`src/rtl/cla_pkg.sv`:
```
// Shared lookahead types for the CLA tree.
// Propagate/generate pairs reused by every level.
package cla_pkg;

    localparam int PG_WIDTH = 2;

    typedef struct packed {
        logic p;
        logic g;
    } pg_pair_t;

endpackage

```
`src/rtl/pgu_2_if.sv`:
```
// Operand/result bundle for the 2-bit PG unit.
// master drives operands, slave returns PG results.
interface pgu_2_if;
    import cla_pkg::*;

    logic                in_valid;
    logic [PG_WIDTH-1:0] a;
    logic [PG_WIDTH-1:0] b;
    logic                out_valid;
    logic [PG_WIDTH-1:0] p_bit;
    logic [PG_WIDTH-1:0] g_bit;
    logic                p;
    logic                g;

    modport master (
        output in_valid, a, b,
        input  out_valid, p_bit, g_bit, p, g
    );

    modport slave (
        input  in_valid, a, b,
        output out_valid, p_bit, g_bit, p, g
    );

endinterface

```
`src/rtl/pg_cell.sv`:
```
// Single-bit propagate/generate cell.
// Purely combinational; p and g are mutually exclusive.
module pg_cell
    import cla_pkg::*;
(
    input  logic     a,
    input  logic     b,
    output pg_pair_t pg
);

    // XOR propagates, AND generates
    always_comb begin
        pg.p = a ^ b;
        pg.g = a & b;
    end

endmodule

```
`src/rtl/pgu_2.sv`:
```
// 2-bit propagate/generate unit with one register stage.
// Feeds the next lookahead level from a clean boundary.
module pgu_2
    import cla_pkg::*;
#(
    parameter int WIDTH = PG_WIDTH
) (
    input  logic    clk,
    input  logic    rst_n,
    pgu_2_if.slave  bus
);

    // group equations below only hold for a 2-bit slice
    if (WIDTH != 2) begin : g_bad_width
        $error("pgu_2: WIDTH must be 2");
    end

    pg_pair_t bit_pg [PG_WIDTH];
    pg_pair_t grp;

    for (genvar i = 0; i < PG_WIDTH; i++) begin : g_cell
        pg_cell u_cell (
            .a  (bus.a[i]),
            .b  (bus.b[i]),
            .pg (bit_pg[i])
        );
    end

    // combine the two bit pairs into the group pair
    always_comb begin
        grp.p = bit_pg[1].p & bit_pg[0].p;
        grp.g = bit_pg[1].g | (bit_pg[1].p & bit_pg[0].g);
    end

    logic                vld_q;
    logic [PG_WIDTH-1:0] p_bit_q;
    logic [PG_WIDTH-1:0] g_bit_q;
    logic                p_q;
    logic                g_q;

    // valid tracks in_valid; data only moves on a valid beat
    always_ff @(posedge clk or negedge rst_n) begin
        if (!rst_n) begin
            vld_q   <= 1'b0;
            p_bit_q <= '0;
            g_bit_q <= '0;
            p_q     <= 1'b0;
            g_q     <= 1'b0;
        end else begin
            vld_q <= bus.in_valid;
            if (bus.in_valid) begin
                p_bit_q <= {bit_pg[1].p, bit_pg[0].p};
                g_bit_q <= {bit_pg[1].g, bit_pg[0].g};
                p_q     <= grp.p;
                g_q     <= grp.g;
            end
        end
    end

    assign bus.out_valid = vld_q;
    assign bus.p_bit     = p_bit_q;
    assign bus.g_bit     = g_bit_q;
    assign bus.p         = p_q;
    assign bus.g         = g_q;

    // a bit can never both propagate and generate
    a_bit_excl: assert property (
        @(posedge clk) (p_bit_q & g_bit_q) == '0
    );

    // same exclusion at group level
    a_grp_excl: assert property (
        @(posedge clk) !(p_q && g_q)
    );

endmodule

```
`src/flat_wrapper.sv`:
```
// flat-port wrapper written by rule: the top's interface ports become plain ports
module pgu_2_flat import cla_pkg::*;
#(
    parameter int WIDTH = PG_WIDTH
)
  (clk, rst_n, bus_in_valid, bus_a, bus_b, bus_out_valid, bus_p_bit, bus_g_bit, bus_p, bus_g);
  pgu_2_if bus_i ();
  input  logic clk;
  input  logic rst_n;
  input wire logic [$bits(bus_i.in_valid)-1:0] bus_in_valid;
  input wire logic [$bits(bus_i.a)-1:0] bus_a;
  input wire logic [$bits(bus_i.b)-1:0] bus_b;
  output wire logic [$bits(bus_i.out_valid)-1:0] bus_out_valid;
  output wire logic [$bits(bus_i.p_bit)-1:0] bus_p_bit;
  output wire logic [$bits(bus_i.g_bit)-1:0] bus_g_bit;
  output wire logic [$bits(bus_i.p)-1:0] bus_p;
  output wire logic [$bits(bus_i.g)-1:0] bus_g;
  assign bus_i.in_valid = bus_in_valid;
  assign bus_i.a = bus_a;
  assign bus_i.b = bus_b;
  assign bus_out_valid = bus_i.out_valid;
  assign bus_p_bit = bus_i.p_bit;
  assign bus_g_bit = bus_i.g_bit;
  assign bus_p = bus_i.p;
  assign bus_g = bus_i.g;
  pgu_2 #(.WIDTH(WIDTH)) u_core (.clk(clk), .rst_n(rst_n), .bus(bus_i));
endmodule
```
`config.mk`:
```
export PLATFORM = sky130hd
export DESIGN_NAME = pgu_2_flat
export DESIGN_NICKNAME = d
export VERILOG_FILES = /design/src/rtl/cla_pkg.sv /design/src/rtl/pgu_2_if.sv /design/src/rtl/pg_cell.sv /design/src/rtl/pgu_2.sv /design/src/flat_wrapper.sv
export SDC_FILE = /design/constraint.sdc
export NUM_CORES = 1
export LEC_CHECK = 0
export CORE_AREA = 2 2 39 41
export DETAILED_ROUTE_END_ITERATION = 10
export DIE_AREA = 0 0 41 43
export PLACE_DENSITY = 0.49
export SYNTH_ARGS = -nofsm -noshare
export SYNTH_HDL_FRONTEND = slang
export SYNTH_SLANG_ARGS = --single-unit
```
`constraint.sdc`:
```
create_clock -name clk -period 0.95 [get_ports clk]
set_input_delay 0.2375 -clock clk [delete_from_list [all_inputs] [get_ports clk]]
set_output_delay 0.2375 -clock clk [all_outputs]
set_load 0.01 [all_outputs]
```
==> flow_metrics.tcl <==
set metrics [dict create \
    status "complete, but fails checks" \
    violations "setup timing" \
    final.min_clock_period_ns 1.018 \
    synth_area_per_cell_um2 14.95 \
    grt_first_pass_wirelength_mm 1.283 \
    yosys_warnings 0 \
    muxShareOfSynthArea 0.2008 \
    worstSetupPathType "flip-flop to primary output" \
    crit_path_launch_type "flip-flop" \
    ys_ff_latch 7 \
    clock_latency_ns 0.24 \
    gr-usage-all-layers 0.1194 \
    route.detailed.wl_per_inst_um 12.71 \
    critPathTopFamily "flip-flops" \
    num-nets-final 52 \
    clock.fmax_mhz 982.5 \
    cts_hold_buf 0 \
    gp_routability_congestion 0.6933 \
    start_util 0.2161 \
    netlist-cell-type-count 9 \
    setup_viol 8 \
    pre_cts_slack_ns -0.4360 \
    rrSetupSlack_ns -0.02 \
    worstPathCellList "buf_2" \
    timing_worst_slew_pin_value_ns 0.3521 \
    setup_total_negative_slack_ns -0.3402 \
    detailedRoute.firstIterationViolations 1 \
    floorplan.core_area_um2 1384 \
    syn_area_um2 299.0 \
    fillCellCount 145 \
    finalMaxSlewViolations 0 \
    route.final.wire_length_um 737 \
    worstReg2RegStart "u_core.bus.p_bit[0]$_DFFE_PN0P_" \
    timing.max_slew.rel_slack 0.7652 \
    timing.final.hold_violations 0 \
    die_width_um 41 \
    timing.critical_path.arrival_ns 0.78 \
    std_cell_rows 14 \
    final.setup_skew_ns 0 \
    hpwlAfterDp_um 510.6 \
    grt_max_degree 8 \
    grt_setup_unrepaired "true" \
    io_pins 14 \
    design_power_total_uw 817.9 \
    worstPathRequired_ns 0.71 \
    worst_path_largest_cell_delay_ns 0.38 \
    drt-vias-per-instance 4.172 \
    synth_compound_gate_area_share 0.05021 \
    ff2ff_path_depth 3 \
    instance_area_after_placement_um2 460.4 \
    tritoncts "done" \
    post-route-worst-setup-slack_ns -0.06785 \
    post-route-drc-count 0 \
    number_of_antenna_violations_at_the_first_check_in_global_routing 0 \
    synth_top_family_by_area "multiplexers" \
    detailroute.via_count 242 \
    numCtsBuffers 3 \
    yosys.area_share.xor_xnor 0 \
    clock_tree.htree_level_count 1 \
    fin_worst_hold_slack_ns 0.2522 \
    globalRoute.totalOverflow 0 \
    drtAntennaViolNets 0 \
    ys_seq_area_frac 0.5858 \
    holdCritPathClass "input pin to asynchronous set/reset pin" \
    place.port_buffers 13 \
    ir_drop_v 0.0005840 \
    vias_in_the_first_global_route 283 \
    power.leakage_nw 0.2512 \
    n_antenna_cell 0 \
    synthToLayoutAreaGrowth_pct 68.20 \
    worst_path_max_delay_cell "sky130_fd_sc_hd__dfrtp_1" \
    cts_sinks 7 \
    synth_adder_area_share 0.08368 \
    drt_pass1_iterations 2 \
    critPathCaptureType "primary output" \
    clockBufferDepth 2 \
    critPathLaunch "u_core.bus.p_bit[1]$_DFFE_PN0P_" \
    max_cap_viols 0 \
    crit_buf_inv 1 \
    postSynthNetCount 29 \
    die_y_um 43 \
    cp.depth 1 \
    area_enclosed_by_the_die_boundary_um2 1763 \
    finish.instance_area_um2 503.0 \
    post_route_cells_drive_above_1_share 0.5238 \
    p_per_area_nw_per_um2 1626 \
    critical_path_peak_fanout 2 \
    regToRegEndpoint "u_core.bus.p_bit[0]$_DFFE_PN0P_" \
    period_share 1.071 \
    critical_path.endpoint "bus_p_bit[1]" \
    clk_pin_slew_worst_paths_ns 0.05 \
    synth_simple_gate_area_frac 0.02929 \
    clock_tree.root_cell "sky130_fd_sc_hd__clkbuf_4" \
    postSynthCellCount 20 \
]
==> worst register-to-register path, stage by stage, from the launching register on <==
cell and delay (ns):
sky130_fd_sc_hd__dfrtp_1 0.37, sky130_fd_sc_hd__buf_4 0.13, sky130_fd_sc_hd__buf_6 0.10, sky130_fd_sc_hd__mux2_4 0.26
==> kinds of logic (layout without fill, tap and decap cells) <==
| kind of cell | count (synthesis) | after routing |
|---|---|---|
| buf+inv | 2 | 24 |
| simple gates | 2 | 2 |
| fa+ha+maj | 2 | 2 |
| mux | 4 | 4 |
| compound gates | 3 | 3 |
| flops | 7 | 7 |
==> through the flow <==
stage | cells | util
after global routing | 58 | 0.3635
final | 58 | 0.3635
after detailed placement | 51 | 0.3327
after global placement | 51 | 0.3327
after floorplan | 20 | -
after CTS | 56 | 0.3454
==> cells in the final DEF, fill, tap and decap left out <==
cell / instances
sky130_fd_sc_hd__o21ai_0: 1
sky130_fd_sc_hd__buf_2: 6
sky130_fd_sc_hd__buf_6: 2
sky130_fd_sc_hd__nor2_1: 1
sky130_fd_sc_hd__clkbuf_4: 3
sky130_fd_sc_hd__buf_4: 5
sky130_fd_sc_hd__inv_1: 1
sky130_fd_sc_hd__ha_4: 2
sky130_fd_sc_hd__mux2_4: 4
sky130_fd_sc_hd__clkbuf_1: 1
sky130_fd_sc_hd__nand3_1: 1
sky130_fd_sc_hd__dlygate4sd2_1: 5
sky130_fd_sc_hd__dfrtp_1: 7
sky130_fd_sc_hd__clkdlybuf4s50_1: 1
sky130_fd_sc_hd__a21oi_1: 2
==> area by class of cell <==
| cell class | instances | area (µm²) | area share |
|---|---|---|---|
| Clock buffer | 4 | 26.28 | 0.05224 |
| Inverter | 1 | 3.754 | 0.007463 |
| Multi-Input combinational cell | 11 | 133.9 | 0.2662 |
| Sequential cell | 7 | 175.2 | 0.3483 |
| Tap cell | 16 | 20.02 | 0.03980 |
| Timing Repair Buffer | 19 | 143.9 | 0.2861 |
==> timing repair <==
action | CTS | global route
gates resized for setup | 35 | 2
pin swaps | 2 | 0
endpoints found under the setup margin | 13 | 7
setup buffers | 2 | 2
==> cell usage after synthesis <==
master	number	area, µm²
sky130_fd_sc_hd__inv_1	1	3.750
sky130_fd_sc_hd__buf_6	1	11.26
sky130_fd_sc_hd__ha_1	2	25.02
sky130_fd_sc_hd__a21oi_1	2	10.01
sky130_fd_sc_hd__dfrtp_1	7	175.2
sky130_fd_sc_hd__o21ai_0	1	5.000
sky130_fd_sc_hd__nand3_1	1	5.000
sky130_fd_sc_hd__mux2_4	4	60.06
sky130_fd_sc_hd__nor2_1	1	3.750
==> flip-flops by register name (all words and copies together) (netlist names) <==
register	count
u_core.bus.out_valid	1
u_core.bus.p_bit	2
u_core.bus.g	1
u_core.bus.p	1
u_core.bus.g_bit	2
==> metal layers <==
layer  up-vias  track usage  wire (µm)
li1        113            -          -
met1       122       0.1056        264
met2         7       0.1906        427
met3         0      0.05236         45
met4         0       0.1000          0
met5         -            0          0
==> power breakdown <==
part           leakage, nW  total, mW  switching, mW  internal (mW)
registers           0.0855      0.348         0.0170          0.331
clock network       0.0150      0.268          0.107          0.160
logic                0.151      0.203         0.0787          0.124
==> how the worst min path moves through the flow <==
stage | startpoint | end | slack [ns] | depth (start not counted)
after detailed placement | u_core.bus.p_bit[0]$_DFFE_PN0P_ | u_core.bus.p_bit[0]$_DFFE_PN0P_ | 0.50 | 1
after global placement | rst_n | u_core.bus.g_bit[1]$_DFFE_PN0P_ | 0.51 | 1
after global routing | rst_n | u_core.bus.p_bit[1]$_DFFE_PN0P_ | 0.27 | 1
after CTS | rst_n | u_core.bus.p_bit[1]$_DFFE_PN0P_ | 0.26 | 1
after floorplan | rst_n | u_core.bus.g$_DFFE_PN0P_ | -0.06 | 0
final | rst_n | u_core.bus.p_bit[1]$_DFFE_PN0P_ | 0.25 | 1
(Power assumes the default switching activity.)
==> edit (same settings) <==
Make the reset (`rst_n`) synchronous in one clocked block.
--- a/src/rtl/pgu_2.sv
+++ b/src/rtl/pgu_2.sv
@@ -40,5 +40,5 @@
 
     // valid tracks in_valid; data only moves on a valid beat
-    always_ff @(posedge clk or negedge rst_n) begin
+    always_ff @(posedge clk) begin
         if (!rst_n) begin
             vld_q   <= 1'b0;
Check against the original RTL: differs if rst_n is asserted again (counterexample within 4 cycles, from zero or initial values and one cycle with rst_n low); with rst_n held inactive, the same outputs for 10 cycles.
==> edit against the unedited design <==
- count of clock-buffer cells in the layout unchanged
- worst setup slack improved by 0.092 ns
- wire length decreased by 18%
- sequential cell count unchanged
- synthesized area decreased by 5.9%
- design area decreased by 8.0%
- non-clock buffer count decreased by 4
- core utilization decreased by 2.9 points
- via count increased by 2.9%
- power decreased by 14%
- largest cell class unchanged
- largest power group unchanged
- highest routed layer unchanged
==> edit: results (changes against the unedited design) <==
| Metric | Value |
|---|---|
| IO buf count | 13 (unchanged) |
| Drt first pass iters | 2 (unchanged) |
| Hold_buf cts | 0 (unchanged) |
| Synth warn | 0 (unchanged) |
| Layout cell share with drive strength beyond 1 | 46.51% (was 52.38%) |
| DRT iter0 DRCs | 2 (was 1) |
| Final #Nets | 53 (was 52) |
| Area after DPL | 427.9 um^2 (was 460.4 um^2) |
| Clock slew at reported path FFs | 0.05 ns (about the same) |
| Initial antenna violation count | 0 (unchanged) |
| Least-Margin Pin Slew | 0.2488 ns (was 0.3521 ns) |
| H-tree levels | 1 (unchanged) |
| Root buffer cell | clkbuf_4 (unchanged) |
| DP Worst Slack | -0.3739 ns (was -0.4360 ns) |
| Number of CTS-inserted buffers | 3 (unchanged) |
| Max incr delay on CP | 0.31 ns (was 0.38 ns) |
| Fin Clk Skew | 0 ns (unchanged) |
| Dpl hpwl | 440.8 um (was 510.6 um) |
| First-pass GRT wire length | 945 um (was 1283 um) |
| Top post-synthesis cells by area | dfxtp_1, mux2i_1, ha_1, nor2b_1, buf_6 (was dfrtp_1, mux2_4, ha_1, buf_6, a21oi_1) |
| Inserted Diodes | 0 (unchanged) |
| Power per cell area | 1519 nW/um^2 (was 1626 nW/um^2) |
| Pin count of the biggest net entering global routing | 9 (was 8) |
| Run status | finished, final reports clean (was finished with violations) |
| Critical path's slowest cell | dfxtp_2 (was dfrtp_1) |
| CP max FO | 2 (unchanged) |
| Gpl congestion | 0.6604 (was 0.6933) |
| Vias in the first global route | 245 (was 283) |
| Avg Vias per Cell | 4.220 (was 4.172) |
| Yosys cell types | 11 (was 9) |
| Pleak | 0.2243 nW (was 0.2512 nW) |
| Post-synth top flop | dfxtp_1 (was dfrtp_1) |
| Maximum clock insertion buffer count | 2 (unchanged) |
| Worst IR Drop VDD | 597.3 uV (was 584.0 uV) |
| Fill count | 152 (was 145) |
| GRT Util Overall | 8.258% (was 11.94%) |
| Async SR Flop Fraction | 0% (was 100.0%) |
| Latest clock arrival within the worst-skew pair | 0.24 ns (about the same) |
| TNS Setup | 0 ns (was -0.3402 ns) |
| Worst hold path type | in -> reg (was in -> async) |
| Syn nets | 34 (was 29) |
| Most common library cells after synthesis | dfxtp_1, mux2i_1, nor2b_1, a21oi_1, ha_1 (was dfrtp_1, mux2_4, a21oi_1, ha_1) |
| CP arrival | 0.69 ns (was 0.78 ns) |
| WL per Instance | 10.31 um (was 12.71 um) |
| Family with the most delay on the worst path | flip-flops (unchanged) |
| Seq/Total Area, Yosys | 49.78% (was 58.58%) |
## edit: cell types whose count changed in the layout (fill, tap and decap cells not counted), sizes merged, moves of 4 or more
cell / unedited run / this run
mux2: 4 / 0
mux2i: 0 / 4
dfrtp: 7 / 0
dfxtp: 0 / 7
nor2b: 0 / 4
buf: 13 / 9
## edit: cells by family after synthesis
family / count (synthesis) / share of synthesized area (%)
simple gates: 8 / 17.78
flops: 7 / 49.78
mux: 4 / 14.22
fa+ha+maj: 2 / 8.887
compound gates: 3 / 5.332
buf+inv: 1 / 4.000
## edit: worst paths after layout
| path | slack, ns | from | to | cells past startpoint |
|---|---|---|---|---|
| setup reg to reg | 0.33 | u_core.bus.g_bit[1]$_SDFFE_PN0P_ | u_core.bus.g_bit[1]$_SDFFE_PN0P_ | 2 |
| hold / removal | 0.37 | rst_n | u_core.bus.g$_SDFFE_PN0P_ | 3 |
| hold reg to reg | 0.47 | u_core.bus.p$_SDFFE_PN0P_ | u_core.bus.p$_SDFFE_PN0P_ | 2 |
| setup / recovery | 0.02 | u_core.bus.p$_SDFFE_PN0P_ | bus_p | 1 |
## edit: final cells by class
type | instances | share of cell area [%]
Sequential cell | 7 | 31.89
Clock buffer | 4 | 5.676
Timing Repair Buffer | 15 | 27.30
Tap cell | 16 | 4.324
Multi-Input combinational cell | 17 | 30.81
## edit: report_power, final
part / switching (W) / total (W) / internal [W]
clock: 0.000102 / 0.000262 / 0.000160
combinational: 0.0000491 / 0.000117 / 0.0000682
sequential: 0.00000880 / 0.000324 / 0.000315
total: 0.000160 / 0.000703 / 0.000543
## edit: metrics by stage
step,instances,hold slack (ns)
global route,59,0.3828
CTS,59,0.4702
global placement,54,0.4598
finish,59,0.3663
detailed placement,54,0.4674
floorplan,25,0.3657
## edit: metal layers
layer | track usage (%) | vias to the layer above | wire, um
met5 | 0 | - | 0
met4 | 6.000 | 0 | 0
met3 | 4.712 | 0 | 52
met2 | 10.63 | 8 | 292
met1 | 9.740 | 117 | 264
li1 | - | 124 | -
## edit: what timing repair did
item | in CTS | in global routing
setup buffers | 0 | 0
pin swaps | 4 | 0
gates resized for setup | 36 | 9
endpoints found under the setup margin | 13 | 7
gates cloned | 1 | 0
